===== src/rtl/hram_pkg.sv =====
`default_nettype none
// ============================================================================
// hram_pkg : shared types and CA-word packing for the HyperRAM Avalon bridge
// Rev 1.0
// ============================================================================
package hram_pkg;

  typedef enum logic [2:0] {
    S_IDLE   = 3'd0,
    S_CMD    = 3'd1,
    S_WBEAT0 = 3'd2,
    S_WBEAT1 = 3'd3,
    S_RBEAT0 = 3'd4,
    S_RBEAT1 = 3'd5,
    S_RESP   = 3'd6
  } state_t;

  localparam int CA_RW = 47;
  localparam int CA_AS = 46;
  localparam int CA_BT = 45;

  localparam logic [31:0] READ_ERR_DATA = 32'hDEADBEEF;

  // Linear-burst memory-space CA word from a halfword address.
  function automatic logic [47:0] ca_pack(input logic rw, input logic [31:0] ha);
    logic [47:0] ca;
    ca          = '0;
    ca[CA_RW]   = rw;
    ca[CA_AS]   = 1'b0;
    ca[CA_BT]   = 1'b1;
    ca[44:16]   = ha[31:3];
    ca[2:0]     = ha[2:0];
    return ca;
  endfunction

endpackage
`default_nettype wire


===== src/rtl/hram_avalon_bridge.sv =====
`default_nettype none
// ============================================================================
// hram_avalon_bridge : single-beat 32-bit Avalon-MM slave to HyperRAM CA/beat streams
// Rev 1.0
// ============================================================================
module hram_avalon_bridge
  import hram_pkg::*;
#(
  parameter int ADDR_W  = 22,
  parameter int TIMEOUT = 1023
) (
  input  logic              clk,
  input  logic              rst,
  input  logic [ADDR_W-1:0] avs_address,
  input  logic              avs_read,
  input  logic              avs_write,
  input  logic [31:0]       avs_writedata,
  input  logic [3:0]        avs_byteenable,
  output logic              avs_waitrequest,
  output logic [31:0]       avs_readdata,
  output logic              avs_readdatavalid,
  output logic              cmd_valid,
  input  logic              cmd_ready,
  output logic [47:0]       cmd_ca,
  output logic              wr_valid,
  input  logic              wr_ready,
  output logic [15:0]       wr_data,
  output logic [1:0]        wr_mask,
  input  logic              rd_valid,
  input  logic [15:0]       rd_data,
  output logic              err
);

  localparam int              CNT_W      = $clog2(TIMEOUT + 1);
  localparam logic [CNT_W-1:0] C_CNT_LAST = CNT_W'(TIMEOUT - 1);

  state_t           r_state;
  state_t           w_next;
  logic [47:0]      r_ca;
  logic [31:0]      r_wd;
  logic [3:0]       r_be;
  logic             r_is_wr;
  logic [15:0]      r_lo;
  logic [31:0]      r_rdata;
  logic [CNT_W-1:0] r_cnt;
  logic             r_err;

  logic [31:0]      w_ha;
  logic             w_accept;
  logic             w_in_rbeat;
  logic             w_timeout;

  assign w_ha       = {{(31 - ADDR_W){1'b0}}, avs_address, 1'b0};
  assign w_accept   = (r_state == S_IDLE) && (avs_read || avs_write);
  assign w_in_rbeat = (r_state == S_RBEAT0) || (r_state == S_RBEAT1);
  assign w_timeout  = w_in_rbeat && !rd_valid && (r_cnt == C_CNT_LAST);

  assign cmd_ca       = r_ca;
  assign avs_readdata = r_rdata;
  assign err          = r_err;

  always_ff @(posedge clk or posedge rst) begin
    if (rst) r_state <= S_IDLE;
    else     r_state <= w_next;
  end

  always_comb begin
    w_next            = r_state;
    // Stall is also forced while reset is held, since the state alone reads IDLE then.
    avs_waitrequest   = rst || (r_state != S_IDLE);
    avs_readdatavalid = 1'b0;
    cmd_valid         = 1'b0;
    wr_valid          = 1'b0;
    wr_data           = '0;
    wr_mask           = '0;
    case (r_state)
      S_IDLE: begin
        if (w_accept) w_next = S_CMD;
      end
      S_CMD: begin
        cmd_valid = 1'b1;
        if (cmd_ready) w_next = r_is_wr ? S_WBEAT0 : S_RBEAT0;
      end
      S_WBEAT0: begin
        wr_valid = 1'b1;
        wr_data  = r_wd[15:0];
        wr_mask  = ~r_be[1:0];
        if (wr_ready) w_next = S_WBEAT1;
      end
      S_WBEAT1: begin
        wr_valid = 1'b1;
        wr_data  = r_wd[31:16];
        wr_mask  = ~r_be[3:2];
        if (wr_ready) w_next = S_IDLE;
      end
      S_RBEAT0: begin
        if (rd_valid)       w_next = S_RBEAT1;
        else if (w_timeout) w_next = S_RESP;
      end
      S_RBEAT1: begin
        if (rd_valid || w_timeout) w_next = S_RESP;
      end
      S_RESP: begin
        avs_readdatavalid = 1'b1;
        w_next            = S_IDLE;
      end
      default: w_next = S_IDLE;
    endcase
  end

  always_ff @(posedge clk or posedge rst) begin
    if (rst) begin
      r_ca    <= '0;
      r_wd    <= '0;
      r_be    <= '0;
      r_is_wr <= 1'b0;
      r_lo    <= '0;
      r_rdata <= '0;
      r_cnt   <= '0;
      r_err   <= 1'b0;
    end else begin
      // Simultaneous read+write resolves to a write.
      if (w_accept) begin
        r_ca    <= ca_pack(!avs_write, w_ha);
        r_wd    <= avs_writedata;
        r_be    <= avs_byteenable;
        r_is_wr <= avs_write;
      end

      if (!w_in_rbeat || rd_valid || w_timeout) r_cnt <= '0;
      else                                      r_cnt <= r_cnt + CNT_W'(1);

      if ((r_state == S_RBEAT0) && rd_valid) r_lo <= rd_data;

      // Readdata only changes at response time so it holds between reads.
      if ((r_state == S_RBEAT1) && rd_valid) begin
        r_rdata <= {rd_data, r_lo};
      end else if (w_timeout) begin
        r_rdata <= READ_ERR_DATA;
        r_err   <= 1'b1;
      end
    end
  end

endmodule
`default_nettype wire


===== config.mk =====
export PLATFORM = sky130hd
export DESIGN_NAME = hram_avalon_bridge
export DESIGN_NICKNAME = d
export VERILOG_FILES = /design/src/rtl/hram_pkg.sv /design/src/rtl/hram_avalon_bridge.sv
export SDC_FILE = /design/constraint.sdc
export NUM_CORES = 1
export LEC_CHECK = 0
export ABC_AREA = 1
export BUFFER_PORTS_ARGS = -buffer_cell sky130_fd_sc_hd__buf_2
export CORE_ASPECT_RATIO = 1.1
export CORE_MARGIN = 5
export CORE_UTILIZATION = 35
export CTS_CLUSTER_DIAMETER = 40
export DETAILED_ROUTE_END_ITERATION = 10
export GPL_TIMING_DRIVEN = 0
export PLACE_DENSITY_LB_ADDON = 0.08
export SLEW_MARGIN = 40
export SYNTH_ARGS = -nofsm -noshare
export SYNTH_HDL_FRONTEND = slang
export SYNTH_SLANG_ARGS = --single-unit

===== constraint.sdc =====
create_clock -name clk -period 7.9 [get_ports clk]
set_input_delay 0.79 -clock clk [delete_from_list [all_inputs] [get_ports clk]]
set_output_delay 0.79 -clock clk [all_outputs]
set_load 0.01 [all_outputs]

== Yosys cells after proc, flatten, opt, wreduce, memory -nomap -nowiden ==
Cells that the tools add are included.
Cells by class
  add/subtract/negate cells: 1
  eq/ne operators: 13
  muxes and demuxes: 17
  bitwise operators: 3
  reduce and logical (&&, ||, !) cells: 20
Operator list (number)
  2-to-1 mux 32 bit: 2
  case mux 16 bit (2 select lines): 1
  2-to-1 mux 3 bit: 8
  case mux 3 bit (6 select lines): 1
  adder 10 x 1 -> 10 bit (second input constant): 1
  equality test 10 bit (second input constant): 1
  2-to-1 mux 10 bit: 1
  != test 2 bit (second input constant): 5
  equality test 3 bit (second input constant): 3
  equality test 3 x 2 -> 1 bit (second input constant): 2
  logical OR 1 bit: 6
  AND reduction 6 bit: 1
  logical AND 1 bit: 5
  NOT 2 bit: 2
  case mux 2 bit (2 select lines): 1
  equality test 3 x 1 -> 1 bit (second input constant): 1
  zero test 1 bit: 3
  zero test 3 bit: 1
  2-to-1 mux 1 bit: 3
  != test 3 bit (second input constant): 1
  nonzero test 3 bit: 1
  AND reduction 2 bit: 1
  nonzero test 2 bit: 1
  OR reduction 2 bit: 1
  NOT 1 bit: 1
Word-level totals
  bits in registers: 123
  input port bits: 81
  output and inout bits: 103

== Depth between registers and ports, before layout ==
Gate-level depths: netlist of run 1.
  depth after elaboration: 7
  depth in mapped cells: 9

== Least setup slack after synthesis of run 1 ==
No wires, ideal clock.
  path kind: input port to output port
  start: input rst
  end: output avs_waitrequest
  arrival time: 3794 ps
  data required time: 7110 ps
  path slack: 3316 ps
  cell stages on the path: 2
  path through: inv_1 > nand3_1
Between the ends
  word-level cells in the longest chain between the ends: 1
RTL lines
  start: declaration: line hram_avalon_bridge.sv:13  | input logic rst,
  logical OR 1 bit: line hram_avalon_bridge.sv:70  | avs_waitrequest = rst || (r_state != S_IDLE);
  end: declaration: line hram_avalon_bridge.sv:19  | output logic avs_waitrequest,
Every way passes these cells.

== Worst setup path in the final report of run 1 ==
  start: register r_state[1]
  end: output wr_data[0]
Between the ends
  word-level cells in the longest chain between the ends: 2
  elaborated cells on any way between the ends: 3
  classes of those cells: eq/ne: 2; mux: 1
RTL lines
  start: declaration: line hram_avalon_bridge.sv:37  | state_t r_state;
  start signal: assignment: line hram_avalon_bridge.sv:64  | else r_state <= w_next;
  equality test 3 x 2 -> 1 bit: line hram_avalon_bridge.sv:76  | case (r_state)
  case mux 16 bit (2 select lines) (*): line hram_avalon_bridge.sv:76
  end: declaration: line hram_avalon_bridge.sv:27  | output logic [15:0] wr_data,
Mark *: on every way between the ends. The rest lies on a longest branch, timed or not.

==> results of run 1 <==
## cells by family (layout without fill, tap and decap cells)
| family | after synthesis | in the layout |
|---|---|---|
| muxes | 5 | 5 |
| buffers and inverters | 103 | 295 |
| other | 1 | 25 |
| adders and majority gates | 2 | 2 |
| AOI/OAI and AO/OA | 52 | 52 |
| and+or+nand+nor | 367 | 367 |
| DFF | 123 | 123 |
| xor gates and xnor gates | 1 | 1 |
## final cells by class
type	count	area, sq um	area share (%)
Clock buffer	21	480	6.54
Inverter	48	188	2.56
Clock inverter	11	118	1.60
Sequential cell	123	3080	41.9
Buffer	55	392	5.33
Timing Repair Buffer	160	823	11.2
Multi-Input combinational cell	451	2010	27.4
Antenna cell	1	2.50	0.0341
Tap cell	200	250	3.41
## worst max-delay path: cells and delay by family, from the launching register on
family | cells | cell delay [ns]
compound gates | 1 | 0.16
simple gates | 2 | 0.43
buf+inv | 3 | 0.58
flops | 1 | 0.50
## metal layers
metal	vias to the layer above	track usage [%]
li1	2405	-
met4	2	5.20
met5	-	0
met2	141	26.9
met1	2165	20.4
met3	11	5.71
## report_power, final
group	switching [mW]	leakage (nW)	internal (mW)	total, mW
Sequential	0.147	1.52	0.911	1.06
Combinational	0.587	2.21	0.383	0.970
Clock	0.281	0.295	0.495	0.777
Total	1.01	4.02	1.79	2.80
## worst max path at each step
stage,depth (start not counted),start,slack [ns],end
floorplan,2,rst,3.32,avs_waitrequest
global placement,4,rst,2.08,avs_waitrequest
detailed placement,5,rst,5.16,avs_waitrequest
CTS,6,r_state[1],5.02,wr_data[0]
global route,6,r_state[1],4.86,wr_data[0]
finish,6,r_state[1],5.03,wr_data[0]
## sequential cells by signal, summed over array words and instances, names as in the netlist
register / flops
r_cnt: 10
r_state: 3
r_wd: 32
r_be: 4
err: 1
cmd_ca: 24
r_is_wr: 1
r_lo: 16
avs_readdata: 32
## synth_stat cells
library cell	n
nand2_1	260
dfrtp_1	123
nand3_1	62
inv_1	45
o21ai_0	45
buf_4	31
nor2_1	16
buf_2	13
or2_2	9
buf_6	7
mux2_2	5
or2_0	5
a21oi_1	4
clkbuf_1	4
nor3_1	4
nor2_2	3
ha_1	2
inv_2	2
nor2_4	2
nor3b_1	2
o22ai_1	2
and3_1	1
clkinv_1	1
conb_1	1
nand2_4	1
nand4_4	1
nor3_4	1
o21a_1	1
xor2_1	1
## through the flow
stage | instances | hold WS [ns] | cell area [sq um]
3_5_place_dp | 1037 | 0.451 | 6740
3_3_place_gp | 1036 | 0.444 | 6710
2_1_floorplan | 677 | 0.442 | 5660
6_report | 1070 | 0.380 | 7340
4_1_cts | 1069 | 0.390 | 7340
5_1_grt | 1069 | 0.409 | 7340
==> summary.md, run 1 <==
| Metric | Value |
|---|---|
| Clock Skew | `0.00985 ns` |
| Critical-path top delay cell | `dfrtp_1` |
| Drt total wl | `14.7 mm` |
| Via density | `4.41` |
| Cell taking the most area after synthesis | `dfrtp_1` |
| Crit-path max cell delay | `0.50 ns` |
| Post-place setup slack | `5.16 ns` |
| Crit path time final | `2.87 ns` |
| CTS tree | `done` |
| Slew Viols, Final | `0` |
| Grt ovf | `0` |
| CTS Hold Bufs | `0` |
| Remaining antenna violation count after routing | `0` |
| XOR/XNOR Fraction of Synth Area | `0.157%` |
| Setup-failing EPs final | `0` |
| Layout Utilization | `46.8%` |
| Period utilization | `36.3%` |
| Crit path cell chain | `inv_1 -> nor2_2 -> buf_4 -> nand3_1 -> o21ai_0 -> buf_2` |
| PnR worst setup slack | `5.03 ns` |
| Post-synthesis mux area share | `1.01%` |
| CTS buffer count | `17` |
| PortBufs | `159` |
| Longest Clk Path Bufs | `2` |
| Gpl congestion | `0.787` |
| Hold Fails Final Rpt | `0` |
| Critical Setup Path Class | `reg -> out` |
| Synth area leaders | `dfrtp_1 (55%), nand2_1 (18%), nand3_1 (5.6%), buf_4 (4.2%), o21ai_0 (4.0%)` |
| Most common cell after layout, fill and taps aside | `nand2_1` |
| Critical path endpoint category | `primary output` |
| Area share of the largest cell type after synthesis | `55.2%` |
| Reg clk slew, reported paths | `0.06 ns` |
| R2R cell count | `8` |
| Main combinational cell family by area after synthesis | `simple AND/OR/NAND/NOR gates` |
| CTS H-tree lvls | `4` |
| Die Wd | `130 um` |
| DRT Pass-1 Iters | `4` |
| Fraction of layout cells with a size suffix above 1 | `30.8%` |
| PD cells | `382 mW/mm^2` |
| Worst r2r src | `r_cnt[0]` |
| Syn Inst Count | `654` |
| Crit-path max FO | `10` |
| Pleak | `4.02 nW` |
| Max frequency | `348 MHz` |
| Sum of negative setup slack | `0 ns` |
| Post_cts resized | `0` |
| GRT Overall Usage | `16.5%` |
| Max Cap Violations | `0` |
| Layout overhead on the synthesized area | `31.7%` |
| Vias in the first global route | `4773` |
| Yosys cell types | `29` |
| Met2 WL | `7.12 mm` |
| Simple-gate share of the synthesized area | `28.1%` |
| Post-CTS repair timing setup buffer count | `0` |
| Reg2Reg Capture Point | `avs_readdata[19]` |
| First-pass GRT wire length | `24.0 mm` |
| Tot Pwr | `2.80 mW` |
| Hold Path Class | `in -> async` |
| Post-synthesis sequential area ratio | `55.2%` |
| Initial Utilization | `35.6%` |
| Most frequent cells in the layout | `nand2_1 (260), buf_2 (172), dfrtp_1 (123), nand3_1 (62), o21ai_0 (45)` |
| Worst EP arrival | `2.08 ns` |
| Clock Sink Count | `123` |
| FILL cells | `1604` |
| Vias | `4724` |
| Post-Synth Adder-Cell Area | `0.449%` |
| Met1 wire length | `6.24 mm` |
| Type of origin of the critical path | `register` |
| IO Pins | `184` |
| Core Rows | `48` |
| Detailed placement HPWL | `10.9 mm` |
| R2R Setup Slk | `6.29 ns` |
| Yosys warning count | `0` |
| Unrepaired setup endpoints after global routing | `no` |
| Worst skew pair latency | `0.41 ns` |
| Die height | `142 um` |
| Die area | `0.0186 sq mm` |
| Starting DRT DRC Count | `200` |
| Root Driver | `clkbuf_16` |
| DR WL/cell | `13.7 um` |
| Core area | `0.0157 sq mm` |
| Worst EP required | `7.11 ns` |
| DR DRC count | `0` |
| Nets@finish | `939` |
| Max VDD drop | `0.000171 V` |
| Max Used Layer | `met5` |
| Largest net degree at the start of global routing | `73` |
| Met3 WL post-DR | `1.14 mm` |
| Syn Area/Cell | `8.52 sq um` |
| Netlist Area Pre-Place | `0.00557 sq mm` |
| Status | `finished, final reports clean` |
| Initial antenna violation count | `1` |
| Complex-gate fraction of the synthesized area | `4.76%` |
| FF+latch count, synth | `123` |
(Power assumes the default switching activity.)
==> run 2: changes to the inputs <==
==> constraint.sdc (replaced) <==
create_clock -name clk -period 3 [get_ports clk]
set_input_delay 0.3 -clock clk [delete_from_list [all_inputs] [get_ports clk]]
set_output_delay 0.3 -clock clk [all_outputs]
set_load 0.01 [all_outputs]
==> summary.md, run 2 (synthesized netlist as in run 1, its figures left out) <==
| Metric | Value |
|---|---|
| Reg2Reg Capture Point | `avs_readdata[26]` |
| R2R cell count | `8 (unchanged)` |
| Fin cells | `1075 (+0.47%)` |
| Crit-path max FO | `10 (unchanged)` |
| FILL cells | `1588 (-1.0%)` |
| Status | `finished, final reports clean` |
| Detailed placement HPWL | `11.3 mm (+3.6%)` |
| Worst r2r src | `r_cnt[0]` |
| Period utilization | `78.0%` |
| Root Driver | `clkbuf_16` |
| Core area | `0.0157 sq mm (unchanged)` |
| R2R Setup Slk | `1.35 ns (-4.94 ns)` |
| Most frequent cells in the layout | `nand2_1 (260), buf_2 (172), dfrtp_1 (123), nand3_1 (62), o21ai_0 (45)` |
| Post-CTS repair timing setup buffer count | `0 (unchanged)` |
| Total placed cells including tap cells | `1042 (+0.48%)` |
| Vias | `4762 (+0.80%)` |
| CTS buffer count | `17 (unchanged)` |
| Clock Sink Count | `123 (unchanged)` |
| Pleak | `4.09 nW (+1.7%)` |
| DR DRC count | `0 (unchanged)` |
| Type of origin of the critical path | `register` |
| Hold Slack | `0.0859 ns (-0.294 ns)` |
| Tot Pwr | `7.58 mW (+170%)` |
| Core Rows | `48 (unchanged)` |
| Hold Fails Final Rpt | `0 (unchanged)` |
| Worst skew pair latency | `0.41 ns (about the same)` |
| Crit path time final | `2.34 ns` |
| # diodes | `0 (-1)` |
| Unrepaired setup endpoints after global routing | `no` |
| Fin area | `0.00751 sq mm (+2.3%)` |
| Worst EP required | `2.70 ns (-4.41 ns)` |
| Clock Skew | `0.00689 ns (-0.00296 ns)` |
| IO Pins | `184 (unchanged)` |
| Placed cell area | `0.00685 sq mm (+1.7%)` |
| Slew Viols, Final | `0 (unchanged)` |
| Grt ovf | `0 (unchanged)` |
| Via density | `4.43 (+0.34%)` |
| DRT Pass-1 Iters | `4 (unchanged)` |
| Initial antenna violation count | `2 (+1)` |
| Max frequency | `427 MHz` |
| Largest net degree at the start of global routing | `26 (-64%)` |
| Hold path endpoint | `r_wd[25]` |
| Worst EP arrival | `2.04 ns (-0.04 ns)` |
| Starting DRT DRC Count | `218 (+9.0%)` |
| PD cells | `1010 mW/mm^2 (+160%)` |
| Nets@finish | `945 (+0.64%)` |
| PortBufs | `159 (unchanged)` |
| Vias in the first global route | `4941 (+3.5%)` |
| Worst Hold Depth | `3` |
| Longest Clk Path Bufs | `2 (unchanged)` |
| Die Wd | `130 um (unchanged)` |
| Remaining antenna violation count after routing | `0 (unchanged)` |
| Initial Utilization | `35.6% (unchanged)` |
| CTS tree | `done` |
| Layout overhead on the synthesized area | `34.7%` |
| GRT Overall Usage | `16.6% (+0.18 points)` |
| Critical path endpoint category | `primary output` |
| Sum of negative setup slack | `0 ns (unchanged)` |
| Die height | `142 um (unchanged)` |
| Most common cell after layout, fill and taps aside | `nand2_1` |
| CTS H-tree lvls | `4 (unchanged)` |
| Critical Setup Path Class | `reg -> out` |
| DR WL/cell | `13.8 um (+0.29%)` |
| Gpl congestion | `0.758 (-3.6%)` |
| Reg clk slew, reported paths | `0.06 ns (about the same)` |
| Hold Startpoint | `avs_writedata[25]` |
| Max Cap Violations | `0 (unchanged)` |
| Setup-failing EPs final | `0 (unchanged)` |
| Drt total wl | `14.8 mm (+0.76%)` |
| Die area | `0.0186 sq mm (unchanged)` |
| Hold Path Class | `in -> reg` |
| First-pass GRT wire length | `24.4 mm (+1.6%)` |
| Max VDD drop | `0.000477 V (+180%)` |
| Fraction of layout cells with a size suffix above 1 | `31.1% (+0.25 points)` |
[run 2: cell count changes in the layout (fill, tap and decap cells not counted), sizes merged]
| cell | before | now |
|---|---|---|
| clkbuf | 25 | 26 |
| buf | 211 | 216 |
| bufinv | 2 | 4 |
| diode | 1 | 0 |
| inv | 47 | 46 |
| clkinvlp | 2 | 3 |
| clkinv | 8 | 5 |
| dlygate4sd3 | 0 | 1 |
[run 2: report_power, final]
part / internal [mW] / switching [mW]
registers: 2.40 / 0.390
clock network: 1.48 / 0.733
logic: 1.02 / 1.56
total: 4.90 / 2.68
[run 2: worst max-delay path, stage by stage (launching register included)]
cell and delay (ns):
dfrtp_1 0.50, inv_1 0.11, nor2_2 0.38, buf_4 0.27, nand3_1 0.08, o21ai_0 0.12
buf_2 0.18
[run 2: what timing repair did]
| item | in CTS | in global routing |
|---|---|---|
| hold buffers | 1 | 0 |
| resized for setup | 0 | 0 |
| endpoints found under the setup margin | 0 | 0 |
| hold endpoints to repair | 7 | 0 |
[run 2: worst max path at each step]
stage          startpoint               to  cells past startpoint
6_report       r_state[1]       wr_data[0]                      6
3_5_place_dp   r_state[1]      wr_data[15]                      6
5_1_grt        r_state[1]      wr_data[15]                      6
3_3_place_gp          rst  avs_waitrequest                      4
4_1_cts        r_state[1]      wr_data[15]                      6
2_1_floorplan         rst  avs_waitrequest                      2
[run 2: layout make-up]
type / instances / area [sq um] / share of cell area [%]
Inverter: 48 / 184 / 2.45
Buffer: 55 / 392 / 5.21
Tap cell: 200 / 250 / 3.33
Clock buffer: 22 / 484 / 6.45
Sequential cell: 123 / 3080 / 41.0
Timing Repair Buffer: 166 / 948 / 12.6
Clock inverter: 10 / 163 / 2.17
Multi-Input combinational cell: 451 / 2010 / 26.8
[run 2: metal layers]
layer,vias to the layer above,share of wire [%],GRT usage [%]
met5,-,0.095,0
met1,2190,42,20.6
li1,2414,-,-
met2,129,49,27.2
met4,4,1.6,5.91
met3,25,7.6,5.48
[run 2: through the flow]
stage | utilization, % | setup WS [ns]
finish | 47.9 | 0.660
global placement | 42.8 | -0.796
detailed placement | 43.7 | 1.11
CTS | 47.9 | 0.641
floorplan | - | 0.192
global route | 47.9 | 0.512
==> run 3: changes to the inputs <==
==> constraint.sdc (replaced) <==
create_clock -name clk -period 1.9 [get_ports clk]
set_input_delay 0.19 -clock clk [delete_from_list [all_inputs] [get_ports clk]]
set_output_delay 0.19 -clock clk [all_outputs]
set_load 0.01 [all_outputs]
==> summary.md, run 3 (synthesized netlist as in run 1, its figures left out) <==
| Metric | Value |
|---|---|
| Crit-path max FO | `5 (-5)` |
| Hold Fails Final Rpt | `0 (unchanged)` |
| Layout Utilization | `51.3% (+3.4 points)` |
| Critical Setup Path Class | `reg -> out` |
| Die height | `142 um (unchanged)` |
| CP delay by family, top | `buffers and inverters` |
| CTS buffer count | `17 (unchanged)` |
| Clock power frac | `23.9% (-5.3 points)` |
| Most frequent cells in the layout | `nand2_1 (260), buf_2 (173), dfrtp_1 (121), nand3_1 (62), dlygate4sd3_1 (62)` |
| Slew Viols, Final | `0 (unchanged)` |
| Pleak | `4.33 nW (+5.8%)` |
| Fraction of layout cells with a size suffix above 1 | `29.8% (-1.3 points)` |
| Root Driver | `clkbuf_16` |
| Crit path buf inv count | `3 (unchanged)` |
| Met2 Use GR | `28.7% (+1.5 points)` |
| Critical-path top delay cell | `dfrtp_2` |
| Net Sw Frac | `36.6% (+1.3 points)` |
| Die area | `0.0186 sq mm (unchanged)` |
| Hold Path Class | `in -> async` |
| Internal Pwr Total | `7.27 mW (+48%)` |
| Fin area | `0.00805 sq mm (+7.2%)` |
| CTS tree | `done` |
| Vias | `5009 (+5.2%)` |
| Die Wd | `130 um (unchanged)` |
| Placed cell area | `0.00686 sq mm (+0.11%)` |
| Worst skew pair latency | `0.41 ns (about the same)` |
| GR Util met1 | `21.5% (+0.96 points)` |
| Layout overhead on the synthesized area | `44.4%` |
| Fin cells | `1137 (+5.8%)` |
| Initial antenna violation count | `0 (-2)` |
| Remaining antenna violation count after routing | `0 (unchanged)` |
| CTS H-tree lvls | `4 (unchanged)` |
| Sw power | `4.20 mW (+57%)` |
| Starting DRT DRC Count | `238 (+9.2%)` |
| Setup-failing EPs final | `0 (unchanged)` |
| Nets@finish | `1013 (+7.2%)` |
| Drt total wl | `15.4 mm (+4.1%)` |
| Critical path endpoint category | `primary output` |
| # diodes | `0 (unchanged)` |
| Combinational share of power | `37.7% (+3.7 points)` |
| Slew headroom | `62.5%` |
| Worst EP arrival | `1.61 ns (-0.43 ns)` |
| Worst EP required | `1.71 ns (-0.99 ns)` |
| Initial Utilization | `35.6% (unchanged)` |
| Core area | `0.0157 sq mm (unchanged)` |
| Grt peak-use layer | `met2` |
| Grt ovf | `0 (unchanged)` |
| First-pass GRT wire length | `25.3 mm (+3.6%)` |
| PD cells | `1430 mW/mm^2 (+41%)` |
| Gpl congestion | `0.808 (+6.6%)` |
| Reg clk slew, reported paths | `0.05 ns (about the same)` |
| IO Pins | `184 (unchanged)` |
| DR WL/cell | `13.5 um (-1.5%)` |
| Period utilization | `94.6%` |
| Crit path cell chain | `inv_1 -> nor2_4 -> buf_4 -> nand2_1 -> o22ai_1 -> buf_2` |
| Flop pwr share | `38.4% (+1.6 points)` |
| Total placed cells including tap cells | `1042 (unchanged)` |
| DR DRC count | `0 (unchanged)` |
| Max VDD drop | `0.000580 V (+21%)` |
| Type of origin of the critical path | `register` |
| Max Cap Violations | `0 (unchanged)` |
| Clock Sink Count | `123 (unchanged)` |
| Met3 usage in global routing | `4.88% (-0.60 points)` |
| Longest Clk Path Bufs | `2 (unchanged)` |
| PortBufs | `159 (unchanged)` |
| Crit-path max cell delay | `0.42 ns (-0.08 ns)` |
| DRT Pass-1 Iters | `6 (+2)` |
| Most common cell after layout, fill and taps aside | `nand2_1` |
| Status | `finished, final reports clean` |
| Crit path time final | `1.80 ns` |
| Max frequency | `557 MHz` |
| Core Rows | `48 (unchanged)` |
| Largest net degree at the start of global routing | `25 (-3.8%)` |
| Detailed placement HPWL | `11.3 mm (+0.53%)` |
| Vias in the first global route | `5063 (+2.5%)` |
| Clock Skew | `0.00509 ns (-0.00181 ns)` |
| Via density | `4.41 (-0.55%)` |
| Measured slew at the worst slew-check pin | `0.561 ns` |
| GRT Overall Usage | `17.2% (+0.59 points)` |
[run 3: cell count changes in the layout (fill, tap and decap cells not counted), moves of 3 or more]
| cell | before | now |
|---|---|---|
| o21ai_1 | 0 | 4 |
| clkinv_2 | 2 | 5 |
| o21ai_0 | 45 | 39 |
| bufinv_16 | 4 | 0 |
| dlygate4sd3_1 | 1 | 62 |
| buf_4 | 31 | 37 |
[run 3: final timing paths]
check | startpoint | end | slack [ns] | depth (start not counted)
min in group clk | avs_writedata[14] | r_wd[14] | 0.02 | 3
setup / recovery | r_state[1] | wr_mask[0] | 0.10 | 6
setup reg to reg | r_state[1] | avs_readdata[18] | 0.23 | 8
hold / removal | rst | cmd_ca[17] | 0.02 | 4
hold reg to reg | cmd_ca[45] | cmd_ca[45] | 0.46 | 1
max in group asynchronous | rst | cmd_ca[16] | 0.88 | 5
[run 3: stage by stage]
stage	power [mW]	hold WS [ns]	setup slack, ns	TNS, ns
after floorplan	6.94	0.307	-0.629	-0.629
after global placement	8.46	0.391	-1.59	-88.41
after detailed placement	8.62	0.175	-0.113	-0.113
after CTS	11.6	0.00224	0.00125	0
after global routing	12.4	0.0260	-0.00118	-0.00118
final	11.5	0.0190	0.103	0
[run 3: tightest hold or removal path, cell delays in order]
cell and delay [ns]:
buf_2 0.11, clkinvlp_4 0.09, buf_16 0.11, clkbuf_2 0.33
[run 3: metal layers]
layer | up-vias | wire (um) | part of all wire (%)
met4 | 0 | 213 | 1.4
met5 | - | 0 | 0
li1 | 2548 | - | -
met3 | 14 | 1050 | 6.8
met2 | 148 | 7500 | 49
met1 | 2299 | 6640 | 43
[run 3: layout make-up]
type                       instances  area [sq um]
fill                            1498          7630
inverter                          48           184
buffer                            55           408
clock inverter                     5          25.0
sequential                       123          3080
multi-input combinational        451          2020
clock buffer                      21           460
tap                              200           250
timing repair buffer             234          1620
[run 3: power groups by stage]
stage / combinational, mW / clock (mW) / sequential, mW
2_1_floorplan: 2.35 / 0 / 4.60
3_3_place_gp: 4.05 / 0 / 4.41
3_5_place_dp: 4.17 / 0 / 4.45
4_1_cts: 4.37 / 2.81 / 4.42
5_1_grt: 4.93 / 2.92 / 4.54
6_report: 4.33 / 2.74 / 4.40
[run 3: what timing repair did]
item	in CTS	in global routing
buffers inserted	4	2
pin swaps	1	1
gates resized for setup	15	6
endpoints found under the hold margin	97	0
hold buffers	63	0
endpoints found under the setup margin	21	18
